`config.mk`:
```
export PLATFORM = sky130hd
export DESIGN_NAME = seven_segment_decoder
export DESIGN_NICKNAME = d
export VERILOG_FILES = /design/src/rtl/seven_segment_decoder.sv
export SDC_FILE = /design/constraint.sdc
export NUM_CORES = 1
export LEC_CHECK = 0
export ABC_AREA = 1
export BUFFER_PORTS_ARGS = -buffer_cell sky130_fd_sc_hd__buf_2
export CAP_MARGIN = 20
export CORE_AREA = 2 2 39 41
export CTS_CLUSTER_DIAMETER = 30
export DETAILED_ROUTE_END_ITERATION = 6
export DIE_AREA = 0 0 41 43
export GPL_ROUTABILITY_DRIVEN = 0
export HOLD_SLACK_MARGIN = 0.08
export PLACE_DENSITY = 0.55
export SYNTH_ARGS = -nofsm -noshare
export SYNTH_HDL_FRONTEND = slang
export SYNTH_SLANG_ARGS = --single-unit
```
`constraint.sdc`:
```
create_clock -name clk -period 1.7 [get_ports clk]
set_input_delay 0 -clock clk [delete_from_list [all_inputs] [get_ports clk]]
set_output_delay 0 -clock clk [all_outputs]
set_load 0.01 [all_outputs]
```
`src/rtl/seven_segment_decoder.sv`:
```
// seven_segment_decoder: registered BCD/hex to 7-segment decoder with dp, lamp test and blank codes
module seven_segment_decoder #(
    parameter bit ACTIVE_LOW = 1'b1,
    parameter bit HEX_MODE   = 1'b0
) (
    input  logic       clk,
    input  logic       rst_n,
    input  logic [3:0] num,
    input  logic       dp,
    input  logic       lamp_test,
    output logic [7:0] digit_show
);
    logic [7:0] seg_al;
    logic [7:0] digit_show_d;
    logic [7:0] digit_show_q;

    // Build the active-low pattern, overlay dp and lamp test, then match board polarity
    always_comb begin
        seg_al = 8'hFF;
        case (num)
            4'd0:    seg_al = 8'hC0;
            4'd1:    seg_al = 8'hF9;
            4'd2:    seg_al = 8'hA4;
            4'd3:    seg_al = 8'hB0;
            4'd4:    seg_al = 8'h99;
            4'd5:    seg_al = 8'h92;
            4'd6:    seg_al = 8'h82;
            4'd7:    seg_al = 8'hF8;
            4'd8:    seg_al = 8'h80;
            4'd9:    seg_al = 8'h90;
            4'd10:   seg_al = HEX_MODE ? 8'h88 : 8'hFF;
            4'd11:   seg_al = HEX_MODE ? 8'h83 : 8'hBF;
            4'd12:   seg_al = HEX_MODE ? 8'hC6 : 8'hFF;
            4'd13:   seg_al = HEX_MODE ? 8'hA1 : 8'hFF;
            4'd14:   seg_al = HEX_MODE ? 8'h86 : 8'hFF;
            4'd15:   seg_al = HEX_MODE ? 8'h8E : 8'hFF;
            default: seg_al = 8'hFF;
        endcase
        if (dp)
            seg_al[7] = 1'b0;
        if (lamp_test)
            seg_al = 8'h00;
        digit_show_d = ACTIVE_LOW ? seg_al : ~seg_al;
    end

    // Output register; reset blanks the display regardless of lamp test or dp
    always_ff @(posedge clk) begin
        digit_show_q <= !rst_n ? {8{ACTIVE_LOW}} : digit_show_d;
    end

    assign digit_show = digit_show_q;
endmodule

```
# Word level (Yosys, flattened, before mapping)
# Memories as Yosys holds them, arrays and structs flattened.
# Index checks and enable logic that the tools add are counted.
totals:
  ff_bits: 8
  rom_bits: 112
  input_bits: 8
  elab_cells: 4
  mem_count: 1
op_classes:
  mux: 2
memory_table:
  columns: ["name", "depth", "word_bits", "read_ports", "rd_clocked_by_memory_dff", "wr", "line_no", "rtl"]
  rows:
  - ["(name not given)", 16, 7, 1, 0, 0, "20", "case (num)"]
op_table:
  columns: ["operator", "n"]
  rows:
  - ["2-to-1 mux 8 bit", 1]
  - ["2-to-1 mux 1 bit", 1]

# Logic depth before layout (Yosys ltp)
# Gate-level depths: netlist (run 1).
depth:
  word_depth: 2
  mapped_depth: 8
  depth_no_buf: 8

# Least setup slack after synthesis (run 1)
# No wires, ideal clock.
synth_path:
  path_type: "input port to flip-flop"
  from: "in num[0]"
  to: "reg digit_show_q[3] (netlist: digit_show[3])"
  setup_time_ns: 0.122
  t_arrival_ns: 0.548
  setup_slack_ns: 1.030
  stages: 7
  path_buffers: 0
  path_cell_list: "inv_1 -> ha_1 -> nand2_1 -> nand2_1 -> nand2_1 -> nand2_1 -> nand2_1"
synth_between:
  elab_chain_cells: 2
synth_rtl:
  columns: ["item", "line_no", "rtl"]
  rows:
  - ["start: declaration", "8", "input logic [3:0] num,"]
  - ["memory (16 x 7 bit)", null, null]
  - ["2-to-1 mux 8 bit", "41", "if (lamp_test)"]
  - ["end signal: assignment", "48", "digit_show_q <= !rst_n ? {8{ACTIVE_LOW}} : digit_show_d;"]
  - ["end: declaration", "15", "logic [7:0] digit_show_q;"]
# No other way between the ends.
# A chain may end at the register's enable or synchronous reset.

# Worst setup path in the final report (run 1)
layout_path:
  from: "in lamp_test"
  to: "reg digit_show_q[5] (netlist: digit_show[5])"
layout_between:
  elab_chain_cells: 1
layout_rtl:
  columns: ["item", "line_no", "rtl"]
  rows:
  - ["start: declaration", "10", "input logic lamp_test,"]
  - ["2-to-1 mux 8 bit", "41", null]
# No other way between the ends.

==> qor.csv, run 1 <==
stage;metric;value;unit
status;outcome;completed;
logic_synthesis;Ys Warns;0;
worst_hold_path;Worst Hold Class;input port to flip-flop;
power;Peak VDD IR;0.000143;V
setup_path;Worst Path Max Fanout;5;
final_layout;Util after Layout;43.9;%
timing;Setup Viol. Count Final;0;
power;Pleak;0.339;nW
final_layout;nets@finish;101;
setup_path;WS Path Type;input port to flip-flop;
clock_network;Clock transition at path regs;0.05;ns
logic_synthesis;sequential area share after synthesis;35.3;%
setup_path;startpoint class of the critical path;input port;
timing;max_slew headroom;89.2;%
clock_network;total CTS buffers;3;
clock_network;TritonCTS clock tree;done;
worst_hold_path;hold-critical path depth;5;
global_route;largest net degree at the start of global routing;9;
logic_synthesis;Mapped Cells;65;
logic_synthesis;syn nets;78;
clock_network;htree depth;1;
timing;fmax;769;MHz
global_route;grt total ovfl;0;
final_layout;Register Area;160;um2
floorplan;die height;43;um
routing;routed vias/inst;3.89;
clock_network;maximum root-to-sink buffer count;2;
timing;fin. max-slew vios;0;
global_route;vias in the first global route;372;
timing;Hold Fails Final Rpt;0;
timing;transition time of the tightest slew-check pin;0.161;ns
power;Sw Share;26.0;%
power;Psw;0.000114;W
timing;Fin Hold WS;0.117;ns
timing;RSZ-0062 raised after global routing;no;
final_layout;max reg flops;8;
power;Int Pwr;0.000325;W
global_route;initial antenna violation count;0;
logic_synthesis;syn avg cell area;6.99;um2
setup_path;worst endpoint required time;1.89;ns
floorplan;Core Footprint;0.00138;mm2
global_route;GRT Overall Usage;11.0;%
timing;sum of negative setup slack;0;ns
logic_synthesis;Synth Cell Area;454;um2
logic_synthesis;synth unique cells;14;
power;Reg power frac;46.6;%
final_layout;Area growth syn-to-layout;33.6;%
place;DP Area;534;um2
clock_network;PostCTS Resize Cnt;0;
final_layout;ANT cells;0;
global_route;first-pass GRT wire length;1280;um
setup_path;Crit. End Element;flip-flop;
place;pre-CTS WS;0.793;ns
setup_path;Critical Path AT;1.49;ns
floorplan;row count;14;
floorplan;Initial Utilization;32.8;%
routing;mean routed wirelength per cell;7.47;um
power;Pwr per Cell Area;724;mW/mm2
final_layout;commonest non-fill, non-tap cell in the layout;nand2_1;
timing;setup ws final;0.400;ns
routing;Post-Route WL;762;um
logic_synthesis;number of synthesized register bits;8;
floorplan;Die Wd;41;um
final_layout;Design Area, Final;607;um2
final_layout;area of the multi-input gates;241;um2
flow_run;max_cap viols;0;
routing;Iter 0 DRT Violations;9;
timing;fin crit share;76.5;%
clock_network;Clock Sinks;8;
routing;Routed Antenna Nets;0;
floorplan;I/O pins;16;
timing;post-layout min period;1.30;ns
place;Port Buffers;15;
routing;DR pass1 iterations;4;
final_layout;share of cells above drive strength 1;26.7;%
floorplan;die area;0.00176;mm2
power;Clock Power Share;31.2;%
final_layout;most frequent cells in the layout;31 x nand2_1, 15 x buf_2, 8 x inv_1, 8 x dfxtp_1;
final_layout;Fillers;157;
power;Comb pwr share;22.2;%
clock_network;CTS root buffer;clkbuf_4;
routing;# DRC;0;
place;detailed placement HPWL;592;um
routing;DR vias;397;
repair_timing:
item | in CTS | in global routing
hold buffers | 5 | 0
setup buffers | 0 | 0
endpoints found under the hold margin | 8 | 0
cells by family after synthesis:
kind of cell	Yosys count	synth area share [%]
AND/OR/NAND/NOR	36	32.5
flip-flops	8	35.3
adder cells (fa/ha/maj)	5	13.8
buffers and inverters	12	11.6
AO/OA/AOI/OAI	4	6.89
stage by stage:
| step | cells | total power [W] |
|---|---|---|
| finish | 102 | 0.000440 |
| global route | 102 | 0.000478 |
| CTS | 102 | 0.000450 |
| detailed placement | 94 | 0.000297 |
| global placement | 94 | 0.000297 |
| floorplan | 65 | 0.000266 |
area by class of cell:
type	instances	area share (%)
sequential	8	26.4
clock buffer	3	3.71
timing repair buffer	20	20.6
inverter	10	6.19
multi-input combinational	45	39.8
tap	16	3.30
critical path: stages:
cell and delay (ns):
dlygate4sd3_1 0.53, buf_2 0.15, a21oi_4 0.16, nand2_1 0.07, nand2_1 0.05, dlygate4sd3_1 0.53
path summary, 6_finish.rpt:
path,from,to,slack (ns)
setup / recovery,lamp_test,digit_show[5]$_SDFF_PN1_,0.40
hold / removal,num[0],digit_show[4]$_SDFF_PN1_,0.12
power by group through the flow:
| stage | registers, W | clock network [W] | logic, W |
|---|---|---|---|
| CTS | 0.000205 | 0.000146 | 0.0000988 |
| finish | 0.000205 | 0.000137 | 0.0000977 |
| detailed placement | 0.000209 | 0 | 0.0000887 |
| global placement | 0.000208 | 0 | 0.0000891 |
| floorplan | 0.000217 | 0 | 0.0000495 |
| global route | 0.000206 | 0.000158 | 0.000114 |
cells in the mapped netlist:
cell      instances  share of area (%)
dfxtp_1           8                 35
nor2_4            1                2.5
a21oi_1           1                1.1
buf_6             1                2.5
o21ai_0           2                2.2
nand2_2           1                1.4
ha_1              5                 14
nor2_1            1               0.83
a21oi_4           1                3.6
nand2_1          31                 26
clkbuf_1          1               0.83
nand3_1           2                2.2
inv_1             8                6.6
inv_2             2                1.7
layer usage:
layer	vias up	global-route usage [%]	part of all wire [%]
li1	234	-	-
met5	-	0	0
met1	147	10.9	46
met4	0	10.0	0
met3	0	3.14	9.6
met2	16	17.2	44
Note: power is estimated with default switching activity, not from simulation.
==> run 2, diff against run 1 <==
--- a/config.mk
+++ b/config.mk
@@ -5,7 +5,7 @@
 export SDC_FILE = /design/constraint.sdc
 export NUM_CORES = 1
 export LEC_CHECK = 0
-export ABC_AREA = 1
+export ABC_AREA = 0
 export BUFFER_PORTS_ARGS = -buffer_cell sky130_fd_sc_hd__buf_2
 export CAP_MARGIN = 20
 export CORE_AREA = 2 2 39 41
@@ -14,7 +14,7 @@
 export DIE_AREA = 0 0 41 43
 export GPL_ROUTABILITY_DRIVEN = 0
 export HOLD_SLACK_MARGIN = 0.08
-export PLACE_DENSITY = 0.55
+export PLACE_DENSITY = 0.54
 export SYNTH_ARGS = -nofsm -noshare
 export SYNTH_HDL_FRONTEND = slang
 export SYNTH_SLANG_ARGS = --single-unit
==> constraint.sdc (replaced) <==
create_clock -name clk -period 1.1 [get_ports clk]
set_input_delay 0 -clock clk [delete_from_list [all_inputs] [get_ports clk]]
set_output_delay 0 -clock clk [all_outputs]
set_load 0.01 [all_outputs]
==> run 2 against run 1 <==
Compared with the run above:
- first-iteration DRC count shrank 100%
- total power increased by 52%
- non-clock buffer count decreased by 2
- global-route usage down 2.2 points
- combinational power increased by 38%
- critical endpoint unchanged
- largest power group unchanged
==> qor.csv, run 2 <==
stage;metric;value;unit
clock_network;Clock Sinks;8;
place;pre-CTS WS;0.195;ns
floorplan;Initial Utilization;29.7;%
final_layout;nets@finish;75;
final_layout;commonest non-fill, non-tap cell in the layout;buf_2;
timing;fin. max-slew vios;0;
logic_synthesis;Ys Warns;0;
power;Peak VDD IR;0.000206;V
setup_path;critical path cell sequence;dlygate4sd3_1 -> buf_2 -> nand2_2 -> o31ai_4 -> a21oi_1;
power;Clock Power Share;31.8;%
setup_path;WS Path Type;input port to flip-flop;
setup_path;Top delay family on crit path;buffers and inverters;
clock_network;maximum root-to-sink buffer count;2;
final_layout;most frequent cells in the layout;15 x buf_2, 8 x dfxtp_1, 5 x ha_1;
clock_network;total CTS buffers;3;
setup_path;Worst Path Max Fanout;6;
logic_synthesis;syn nets;53;
setup_path;CP peak stage delay;0.52;ns
setup_path;Critical Path AT;1.08;ns
timing;post-layout min period;0.967;ns
clock_network;htree depth;1;
setup_path;startpoint class of the critical path;input port;
final_layout;Area growth syn-to-layout;33.2;%
clock_network;cts hold-fix bufs;3;
setup_path;Crit. End Element;flip-flop;
routing;routed vias/inst;4.13;
flow_run;max_cap viols;0;
global_route;GRT Overall Usage;8.81;%
logic_synthesis;Synth Cell Area;410;um2
place;cell count after placement;70;
floorplan;die height;43;um
logic_synthesis;Post-synth EDFFs;0;
setup_path;worst endpoint required time;1.22;ns
power;Reg power frac;48.0;%
logic_synthesis;asr flop ratio synth;0;%
global_route;first-pass GRT wire length;1050;um
timing;setup ws final;0.133;ns
floorplan;I/O pins;16;
timing;fin crit share;87.9;%
routing;mean routed wirelength per cell;8.97;um
floorplan;row count;14;
timing;max_slew headroom;81.2;%
power;Pwr per Cell Area;1220;mW/mm2
final_layout;max reg flops;8;
place;Port Buffers;15;
clock_network;PostCTS Resize Cnt;0;
setup_path;Crit path buffers/inverters;2;
setup_path;stages on the worst setup path;5;
logic_synthesis;Synth area leader;dfxtp_1;
logic_synthesis;top-count cell post-synth;dfxtp_1;
power;Pleak;0.262;nW
worst_hold_path;Worst Hold Class;input port to flip-flop;
power;Sw Share;24.7;%
logic_synthesis;Top FF cell, synth;dfxtp_1;
global_route;initial antenna violation count;0;
routing;DR vias;314;
status;outcome;completed;
routing;Iter 0 DRT Violations;0;
logic_synthesis;syn avg cell area;10.3;um2
global_route;global-route met3 utilization;0;%
power;Psw;0.000165;W
clock_network;postcts setup bufs;0;
logic_synthesis;Post-synth top cells;8 x dfxtp_1, 5 x ha_1, 4 x a21oi_1, 3 x inv_1;
final_layout;ANT cells;0;
logic_synthesis;number of synthesized register bits;8;
worst_hold_path;hold-critical path depth;3;
routing;DR pass1 iterations;1;
routing;# DRC;0;
timing;sum of negative setup slack;0;ns
clock_network;CTS root buffer;clkbuf_4;
global_route;largest net degree at the start of global routing;11;
global_route;met2 usage;13.8;%
logic_synthesis;synth unique cells;19;
setup_path;Slowest-stage cell, CP;dlygate4sd3_1;
timing;Setup Viol. Count Final;0;
logic_synthesis;top cell type's share of synthesized area;39.0;%
logic_synthesis;sequential area share after synthesis;39.0;%
logic_synthesis;leading post-synthesis cells by cell area;dfxtp_1 39%, ha_1 15%, o31ai_4 5.2%, a21oi_1 4.9%, mux2i_1 4.9%;
floorplan;die area;0.00176;mm2
final_layout;Final Non-Filler Cells;76;
global_route;met1 usage;9.24;%
timing;RSZ-0062 raised after global routing;no;
timing;Hold Fails Final Rpt;0;
global_route;grt total ovfl;0;
place;detailed placement HPWL;541;um
final_layout;share of cells above drive strength 1;36.7;%
routing;Routed Antenna Nets;0;
timing;transition time of the tightest slew-check pin;0.282;ns
global_route;vias in the first global route;287;
floorplan;Core Footprint;0.00138;mm2
routing;Post-Route WL;682;um
clock_network;Clock transition at path regs;0.05;ns
power;Int Pwr;0.000502;W
floorplan;Die Wd;41;um
power;Comb pwr share;20.2;%
logic_synthesis;Mapped Cells;40;
timing;fmax;1030;MHz
global_route;GR peak layer;met2;
clock_network;TritonCTS clock tree;done;
==> run 2: worst paths after layout <==
| kind | startpoint | end |
|---|---|---|
| max | rst_n | digit_show[5]$_SDFF_PN1_ |
| min | num[2] | digit_show[1]$_SDFF_PN1_ |
==> run 2: routing by layer <==
layer  share of wire (%)  routed length, um
met1                  46                312
met3                 4.7                 32
met2                  48                325
met4                 1.8                 12
met5                   0                  0
==> run 2: kinds of logic (layout without fill, tap and decap cells) <==
family,after synthesis,in the layout,share of synthesized area (%)
AO/OA/AOI/OAI,12,12,21.9
AND/OR/NAND/NOR,9,9,13.4
flip-flops,8,8,39.0
adder cells (fa/ha/maj),5,5,15.2
buffers and inverters,4,24,5.49
multiplexers,2,2,4.88
==> run 2: cell type report <==
class	instances	area, um2
repair buffers	18	105
fillers	151	837
inverters	3	11.3
flip-flops and latches	8	160
well taps	16	20.0
clock buffers	3	22.5
multi-input cells	28	228
==> run 2: through the flow <==
stage	instance area [um2]	util, %	hold slack [ns]	power [W]
CTS	547	39.5	0.120	0.000680
detailed placement	494	35.7	0.197	0.000455
floorplan	410	-	0.0711	0.000404
finish	547	39.5	0.123	0.000667
global placement	494	35.7	0.188	0.000455
global route	547	39.5	0.147	0.000707
==> run 2: worst min-delay path, cell delays in order <==
cell and delay, ns:
buf_2 0.16, nand2_1 0.09, a21oi_1 0.06
==> run 2: power groups by stage <==
stage,Combinational (W),Clock (W),Sequential [W]
after floorplan,0.0000615,0,0.000342
after global placement,0.000129,0,0.000326
after detailed placement,0.000129,0,0.000326
after CTS,0.000137,0.000222,0.000321
after global routing,0.000153,0.000230,0.000324
final,0.000135,0.000212,0.000320
